[src/rtl/crc_engine_ctrl_if.sv]
// crc_engine_ctrl_if: packet control, payload input and CRC output signals of the CRC engine
interface crc_engine_ctrl_if #(
  parameter int CRC_W = 24,
  parameter int DIN_W = 1,
  parameter int LEN_W = 12
);
  logic             start;
  logic             mode;
  logic [CRC_W-1:0] init;
  logic [LEN_W-1:0] len;
  logic             abort;
  logic [DIN_W-1:0] din;
  logic             din_valid;
  logic             din_ready;
  logic [DIN_W-1:0] dout;
  logic             dout_valid;
  logic             dout_ready;
  logic             done;
  logic             crc_ok;
  logic             busy;
  logic [CRC_W-1:0] lfsr;
  modport master (
    output start, mode, init, len, abort, din, din_valid, dout_ready,
    input  din_ready, dout, dout_valid, done, crc_ok, busy, lfsr
  );
  modport slave (
    input  start, mode, init, len, abort, din, din_valid, dout_ready,
    output din_ready, dout, dout_valid, done, crc_ok, busy, lfsr
  );
endinterface

[src/rtl/crc_engine_ctrl.sv]
// crc_engine_ctrl: CRC generate/check engine with packet sequencer (TX streams CRC, RX flags crc_ok)
// Ports: clk, rst (async, active-high); bus (slave): start/mode/init/len/abort packet control,
//   din/din_valid/din_ready payload in, dout/dout_valid/dout_ready CRC out (TX),
//   done pulse, crc_ok result (RX), busy, lfsr state.
module crc_engine_ctrl #(
  parameter int               CRC_W          = 24,
  parameter logic [CRC_W-1:0] POLY           = CRC_W'(24'h65B),
  parameter int               DIN_W          = 1,
  parameter int               LEN_W          = 12,
  parameter bit               BYTE_SWAP_INIT = 1'b1
) (
  input logic             clk,
  input logic             rst,
  crc_engine_ctrl_if.slave bus
);
  localparam int NB    = CRC_W / DIN_W;
  localparam int CNT_W = LEN_W > $clog2(NB + 1) ? LEN_W : $clog2(NB + 1);
  typedef enum logic [1:0] {IDLE, DATA, CRC, DONE} state_t;
  state_t st, st_n;
  logic             mode_q, crc_ok_q, rdy, vld, fire, last;
  logic [LEN_W-1:0] len_q;
  logic [CNT_W-1:0] cnt, cnt_inc;
  logic [CRC_W-1:0] lfsr_q, lfsr_n, sh;
  logic [DIN_W-1:0] dout;
  function automatic logic [CRC_W-1:0] step(input logic [CRC_W-1:0] s, input logic [DIN_W-1:0] d);
    logic [CRC_W-1:0] r;
    r = s;
    for (int i = 0; i < DIN_W; i++) r = {r[CRC_W-2:0], 1'b0} ^ ((r[CRC_W-1] ^ d[i]) ? POLY : '0);
    return r;
  endfunction
  function automatic logic [CRC_W-1:0] load(input logic [CRC_W-1:0] v);
    logic [CRC_W-1:0] r;
    r = v;
    if (BYTE_SWAP_INIT && CRC_W % 8 == 0)
      for (int i = 0; i < CRC_W / 8; i++) r[i*8 +: 8] = v[(CRC_W/8-1-i)*8 +: 8];
    return r;
  endfunction
  always_comb begin
    rdy     = st == DATA || (st == CRC && mode_q);
    vld     = st == CRC && !mode_q;
    fire    = (rdy && bus.din_valid) || (vld && bus.dout_ready);
    cnt_inc = cnt + CNT_W'(1);
    last    = st == DATA ? cnt_inc == CNT_W'(len_q) : cnt_inc == CNT_W'(NB);
    lfsr_n  = step(lfsr_q, bus.din);
    st_n    = bus.abort ? IDLE :
              st == IDLE ? (bus.start ? (bus.len == '0 ? CRC : DATA) : IDLE) :
              st == DONE ? IDLE :
              fire && last ? (st == DATA ? CRC : DONE) : st;
  end
  // the remaining CRC is shifted so that the next beat's bits sit at the top
  always_comb begin
    sh   = lfsr_q << (int'(cnt) * DIN_W);
    dout = '0;
    for (int j = 0; j < DIN_W; j++) dout[j] = vld & sh[CRC_W-1-j];
  end
  always_ff @(posedge clk or posedge rst) begin
    if (rst) begin
      st       <= IDLE;
      mode_q   <= 1'b0;
      len_q    <= '0;
      cnt      <= '0;
      lfsr_q   <= '0;
      crc_ok_q <= 1'b0;
    end else begin
      st <= st_n;
      if (bus.abort) begin
        cnt <= '0;
      end else if (st == IDLE && bus.start) begin
        mode_q   <= bus.mode;
        len_q    <= bus.len;
        cnt      <= '0;
        lfsr_q   <= load(bus.init);
        crc_ok_q <= 1'b0;
      end else if (fire) begin
        cnt <= last ? '0 : cnt_inc;
        if (rdy) lfsr_q <= lfsr_n;
        // result is registered on the final CRC beat so it is already valid while done is high
        if (st == CRC && last) crc_ok_q <= mode_q && lfsr_n == '0;
      end
    end
  end
  assign bus.din_ready  = rdy;
  assign bus.dout_valid = vld;
  assign bus.dout       = dout;
  assign bus.done       = st == DONE;
  assign bus.crc_ok     = crc_ok_q;
  assign bus.busy       = st != IDLE;
  assign bus.lfsr       = lfsr_q;
endmodule

[src/flat_wrapper.sv]
// flat-port wrapper written by rule: the top's interface ports become plain ports
module crc_engine_ctrl_flat 
#(
  parameter int               CRC_W          = 24,
  parameter logic [CRC_W-1:0] POLY           = CRC_W'(24'h65B),
  parameter int               DIN_W          = 1,
  parameter int               LEN_W          = 12,
  parameter bit               BYTE_SWAP_INIT = 1'b1
)
  (clk, rst, bus_start, bus_mode, bus_init, bus_len, bus_abort, bus_din, bus_din_valid, bus_dout_ready, bus_din_ready, bus_dout, bus_dout_valid, bus_done, bus_crc_ok, bus_busy, bus_lfsr);
  crc_engine_ctrl_if #(.CRC_W(CRC_W), .DIN_W(DIN_W), .LEN_W(LEN_W)) bus_i ();
  input logic clk;
  input logic rst;
  input wire logic [$bits(bus_i.start)-1:0] bus_start;
  input wire logic [$bits(bus_i.mode)-1:0] bus_mode;
  input wire logic [$bits(bus_i.init)-1:0] bus_init;
  input wire logic [$bits(bus_i.len)-1:0] bus_len;
  input wire logic [$bits(bus_i.abort)-1:0] bus_abort;
  input wire logic [$bits(bus_i.din)-1:0] bus_din;
  input wire logic [$bits(bus_i.din_valid)-1:0] bus_din_valid;
  input wire logic [$bits(bus_i.dout_ready)-1:0] bus_dout_ready;
  output wire logic [$bits(bus_i.din_ready)-1:0] bus_din_ready;
  output wire logic [$bits(bus_i.dout)-1:0] bus_dout;
  output wire logic [$bits(bus_i.dout_valid)-1:0] bus_dout_valid;
  output wire logic [$bits(bus_i.done)-1:0] bus_done;
  output wire logic [$bits(bus_i.crc_ok)-1:0] bus_crc_ok;
  output wire logic [$bits(bus_i.busy)-1:0] bus_busy;
  output wire logic [$bits(bus_i.lfsr)-1:0] bus_lfsr;
  assign bus_i.start = bus_start;
  assign bus_i.mode = bus_mode;
  assign bus_i.init = bus_init;
  assign bus_i.len = bus_len;
  assign bus_i.abort = bus_abort;
  assign bus_i.din = bus_din;
  assign bus_i.din_valid = bus_din_valid;
  assign bus_i.dout_ready = bus_dout_ready;
  assign bus_din_ready = bus_i.din_ready;
  assign bus_dout = bus_i.dout;
  assign bus_dout_valid = bus_i.dout_valid;
  assign bus_done = bus_i.done;
  assign bus_crc_ok = bus_i.crc_ok;
  assign bus_busy = bus_i.busy;
  assign bus_lfsr = bus_i.lfsr;
  crc_engine_ctrl #(.CRC_W(CRC_W), .POLY(POLY), .DIN_W(DIN_W), .LEN_W(LEN_W), .BYTE_SWAP_INIT(BYTE_SWAP_INIT)) u_core (.clk(clk), .rst(rst), .bus(bus_i));
endmodule
[config.mk]
export PLATFORM = sky130hd
export DESIGN_NAME = crc_engine_ctrl_flat
export DESIGN_NICKNAME = d
export VERILOG_FILES = /design/src/rtl/crc_engine_ctrl_if.sv /design/src/rtl/crc_engine_ctrl.sv /design/src/flat_wrapper.sv
export SDC_FILE = /design/constraint.sdc
export NUM_CORES = 1
export LEC_CHECK = 0
export CELL_PAD_IN_SITES_DETAIL_PLACEMENT = 2
export CELL_PAD_IN_SITES_GLOBAL_PLACEMENT = 2
export CORE_ASPECT_RATIO = 1.4
export CORE_UTILIZATION = 28
export DETAILED_ROUTE_END_ITERATION = 10
export PLACE_DENSITY_LB_ADDON = 0.25
export SETUP_SLACK_MARGIN = 0.3
export SYNTH_ARGS = -nofsm -noshare
export SYNTH_HDL_FRONTEND = slang
export SYNTH_SLANG_ARGS = --single-unit
[constraint.sdc]
create_clock -name clk -period 2.65 [get_ports clk]
set_input_delay 0.6625 -clock clk [delete_from_list [all_inputs] [get_ports clk]]
set_output_delay 0.6625 -clock clk [all_outputs]
set_load 0.02 [all_outputs]
# Yosys cells after proc, flatten, opt, wreduce, memory -nomap -nowiden
# Index checks and enable logic that the tools add are counted.
# op_classes
addsub	1
eq_ne	5
shifts	1
mux	19
bitwise	4
reduce_logical	23
# ops
cell	n
$mux W24	3
$mux W12	4
$logic_not A24 Y1	1
$shl A24 B12 Y24	1
$xor A24 B24 Y24	1
$add A12 B1 Y12 const B	1
$eq A12 B12 Y1	1
$eq A12 B5 Y1 const B	1
$logic_not A12 Y1	1
$mux W2	6
$mux W11	1
$logic_and A1 B1 Y1	8
$reduce_bool A2 Y1	4
$reduce_and A3 Y1	2
$mux W1	5
$eq A2 B2 Y1 const B	2
$reduce_bool A4 Y1	1
$reduce_bool A3 Y1	1
$eq A2 B1 Y1 const B	1
$logic_not A2 Y1	1
$logic_or A1 B1 Y1	2
$reduce_and A2 Y1	1
$and A1 B1 Y1	1
$logic_not A1 Y1	1
other kinds (2)	2
# totals
register_bits	52
inputBits	44
output_inout_bits	30
wordCells	59

# Depth between registers and ports, before layout
# depth
word_depth	10
ltp_mapped	9
depth_no_buf	8

# Least setup slack after synthesis
# No wires, ideal clock.
# synth_timing
path_kind	register -> register
start	register u_core.cnt[0]
end	register u_core.st[0]
setup_ns	0.094
t_arrival_ns	2.668
path_slack_ns	-0.112
stages_incl_launch_ff	10
n_path_buf	1
synth_period_minus_slack_ns	2.762
cell_sequence	dfrtp_1 ha_1 nand3_2 or2_2 nor4bb_1 a21oi_1 or4_4 buf_6 or4_1 a211oi_1
# synth_via
elab_chain_cells	5
elab_cells_between_ends	6
classes_between	add/sub: 1; eq/ne: 2; mux: 1; reduce/logical: 2
# synth_lines
item	line	rtl
start: declaration	crc_engine_ctrl.sv:22	logic [CNT_W-1:0] cnt, cnt_inc;
start signal: assignment	crc_engine_ctrl.sv:75	cnt <= last ? '0 : cnt_inc;
$add A12 B1 Y12 *	crc_engine_ctrl.sv:42	cnt_inc = cnt + CNT_W'(1);
$eq A12 B5 Y1 / $eq A12 B12 Y1 (equally long branches)	crc_engine_ctrl.sv:43	last = st == DATA ? cnt_inc == CNT_W'(len_q) : cnt_inc == CNT_W'(NB);
$mux W1 *	crc_engine_ctrl.sv:43	
$logic_and A1 B1 Y1 *	crc_engine_ctrl.sv:48	fire && last ? (st == DATA ? CRC : DONE) : st;
$reduce_bool A4 Y1 (no source line) *	n/a	
end signal: assignment	crc_engine_ctrl.sv:65	st <= st_n;
end: declaration	crc_engine_ctrl.sv:19	state_t st, st_n;
# Mark *: on every way between the ends. The rest lies on a longest branch, timed or not.
# A chain may end at the register's enable or synchronous reset.

# Worst setup path after layout
# Ends and elaborated chain as after synthesis.

==> impl_metrics.csv <==
group,metric,value,unit
route,drt_iter0_markers,54,
sta,maxSlewViolCount,0,
sta,finClkSkew,0.01307,ns
sta,whs,0.5383,ns
setup_path,cpMaxStageDelayCell,"or4_4",
sta,finalCritPeriodShare,108.4,%
clock_tree,cts_tree,"yes",
global_route,met3_usage,2.941,%
global_route,antenna_found_initial,0,
global_route,grt_busiest_layer,"met2",
route,ant_nets,0,
clock_tree,clk_pin_slew,0.08,ns
synthesis,yosysWarnings,0,
layout,multiInputGateArea,0.002160,mm²
floorplanning,dieArea,0.01258,mm²
floorplanning,dieWidth,95.08,µm
power_and_ir_drop,vdd_drop_max,0.2863,mV
placed_design,globalplace.congestion,0.7985,
sta,setup_ws,-0.2219,ns
setup_path,cp_num_buf_inv,1,
sta,fin_crit,2.872,ns
setup_path,cp_top_family,"simple AND/OR/NAND/NOR gates",
global_route,met1_usage,25.03,%
placed_design,port_buffers,73,
clock_tree,cts_root_buffer,"clkbuf_16",
synthesis,synthTopCellsByArea,"dfrtp_1, mux2i_1, mux4_2",
global_route,grt_pass1_vias,3996,
layout,layout-drive-gt1-share,32.74,%
clock_tree,max-clock-path-buffers,2,
layout,layout.nets,549,
floorplanning,rows,47,
global_route,grtUsageTotal,23.25,%
layout,seqCellArea,0.001306,mm²
layout,fill_cells,1241,
global_route,use_met2,43.89,%
synthesis,synthFlopType,"dfrtp_1",
global_route,grt-ovfl-total,0,
synthesis,synth_top_area_share,38.32,%
sta,rsz0062_at_grt,"true",
sta,worst_pin_slew,0.5839,ns
power_and_ir_drop,p_per_area,639.5,mW/mm²
floorplanning,pin_count,74,
clock_tree,cts.sinks,52,
synthesis,synth_area_leader_cell,"dfrtp_1",
run_status,outcome,"finished with violations",
power_and_ir_drop,p_leak,0.002109,µW
clock_tree,hold_buffers,0,
layout,area_delta_synth_final,55.56,%
global_route,grt_max_degree,49,
route,vias,3494,
synthesis,synth_cell_type_count,49,
sta,hold_viol,0,
power_and_ir_drop,power,3378,µW
synthesis,synth-edff-count,0,
route,drc_errors,0,
synthesis,syn_area_per_cell,9.381,µm²
synthesis,synth_area,0.003396,mm²
setup_path,cp-end-kind,"register",
floorplanning,die_height,132.3,µm
route,first_pass_iters,5,
clock_tree,clk_latency,0.30,ns
sta,fmax,348.2,MHz
global_route,grt_pass1_wl,22.05,mm
setup_path,start_kind,"register",
clock_tree,htree_levels,2,
floorplanning,core_area,0.01182,mm²
run_status,failed_checks,"setup timing",
placed_design,dp_hpwl,10.39,mm
setup_path,slowest_delay,0.54,ns
route,vias_per_cell,5.367,
layout,diodes,0,
job,max-cap-violations,0,
clock_tree,cts_buffers,5,
floorplanning,start_util,28.73,%
hold_path,hp-class,"register to register",
synthesis,yosysSeqAreaShare,38.32,%
synthesis,syn-instance-count,362,
synthesis,synthesis.nets,408,
setup_path,path_cells,"buf_6 -> ha_4 -> nand3_4 -> or3_4 -> and3_4 -> o22a_1 -> or4_4 -> or4_4 -> a211oi_2",
setup_path,cp.required,2.87,ns
setup_path,critical_path_class,"register to register",
setup_path,critPathMaxFanout,5,
route,routed_wirelength,14.58,mm
setup_path,cp.arrival,3.10,ns
sta,worst_slew_margin_rel,60.74,%
route,wire_per_inst,22.39,µm
synthesis,synth-seq-cells,52,
setup_path,cp_common_cell,"or4_4",
sta,setup_viol,15,
synthesis,synth-async-reset-ratio,100.0,%
## report_power, final
part	internal (µW)	total [µW]	leakage (µW)	switching (µW)
Clock	546	874	0.0000944	328
Sequential	946	1080	0.000614	130
Combinational	715	1430	0.00140	714
Total	2210	3380	0.00211	1170
## logic make-up after synthesis
logic type,after synthesis,synth area share [%]
AOI/OAI and AO/OA,77,13.74
xor gates and xnor gates,18,4.864
adders and majority gates,2,0.7368
buffers and inverters,29,3.979
DFF,52,38.32
muxes,46,16.62
and+or+nand+nor,138,21.74
## sequential cells by signal (all words and copies together), names as in the netlist
signal,cells
u_core.bus.lfsr,24
u_core.cnt,12
u_core.mode_q,1
u_core.st,2
u_core.len_q,12
u_core.bus.crc_ok,1
## routing by layer
metal	vias to the layer above	part of all wire, %	routed length, µm
met2	103	56	8209
met1	1759	36	5241
met3	40	2.7	393
met5	-	0	0
li1	1592	-	-
met4	0	5.0	735
## placed cells by master, fill, tap and decap left out, types with 13 or more instances in the layout
master,instances
xnor2_1,13
nand2_1,26
o211ai_1,15
mux2_2,13
dfrtp_1,48
a21oi_1,26
mux2i_1,26
nor2_1,37
clkdlybuf4s50_1,69
buf_4,74
## final timing paths
| check | start | endpoint | slack, ns | cells past startpoint |
|---|---|---|---|---|
| max | u_core.cnt[0] | u_core.st[0] | -0.22 | 9 |
| min | u_core.len_q[8] | u_core.len_q[8] | 0.54 | 1 |
| max reg2reg | u_core.cnt[0] | u_core.st[0] | -0.22 | 9 |
| min reg2reg | u_core.len_q[8] | u_core.len_q[8] | 0.54 | 1 |
| max in group asynchronous | rst | u_core.cnt[10] | 1.44 | 3 |
| min in group asynchronous | rst | u_core.len_q[6] | 0.64 | 2 |
## final cells by class
class	count	share of cell area, %
repair buffers	157	26.81
multi-input cells	281	40.88
well taps	147	3.482
clock inverters	3	1.303
clock buffers	5	2.369
inverters	6	0.4263
flip-flops and latches	52	24.73
## stage by stage
stage / TNS (ns) / instances / setup slack [ns] / util [%] / instance area [µm²]
6_report: -2.623 / 651 / -0.2219 / 44.69 / 5283
5_1_grt: -3.788 / 651 / -0.2998 / 44.69 / 5283
4_1_cts: -0.9556 / 645 / -0.1487 / 43.15 / 5100
3_5_place_dp: -1.499 / 631 / -0.2315 / 40.56 / 4795
3_3_place_gp: -0.2908 / 631 / -0.1428 / 40.56 / 4795
2_1_floorplan: -0.02062 / 362 / -0.02062 / - / 3432
## synth_stat cells, drive strengths merged (2+ instances only)
| library cell | n |
|---|---|
| mux4 | 7 |
| nand2b | 5 |
| o22a | 2 |
| nand4 | 9 |
| nand3b | 3 |
| nor2b | 4 |
| or3 | 6 |
| xnor2 | 15 |
| o21ai | 19 |
| mux2i | 26 |
| clkbuf | 13 |
| o31ai | 2 |
| nor4 | 9 |
| and2 | 5 |
| xor2 | 3 |
| a21o | 3 |
| inv | 6 |
| buf | 10 |
| ha | 2 |
| nand3 | 8 |
| a211oi | 2 |
| a21oi | 29 |
| or2 | 4 |
| nor2 | 40 |
| dfrtp | 52 |
| or4 | 3 |
| nand2 | 26 |
| mux2 | 13 |
| o21a | 2 |
| o211ai | 15 |
| nor3 | 9 |
| and3 | 3 |
## worst reg2reg max path: stages, from the launching register on
cell and delay (ns):
dfrtp_2 0.42, buf_6 0.15, ha_4 0.15, nand3_4 0.10
or3_4 0.35, and3_4 0.19, o22a_1 0.19, or4_4 0.55
or4_4 0.51, a211oi_2 0.18
## repair_timing
action,CTS,global route
gates cloned,1,0
resized for setup,35,38
setup endpoints to repair,20,32
setup buffers,5,6
pin swaps,9,9
Note: power is estimated with default switching activity, not from simulation.
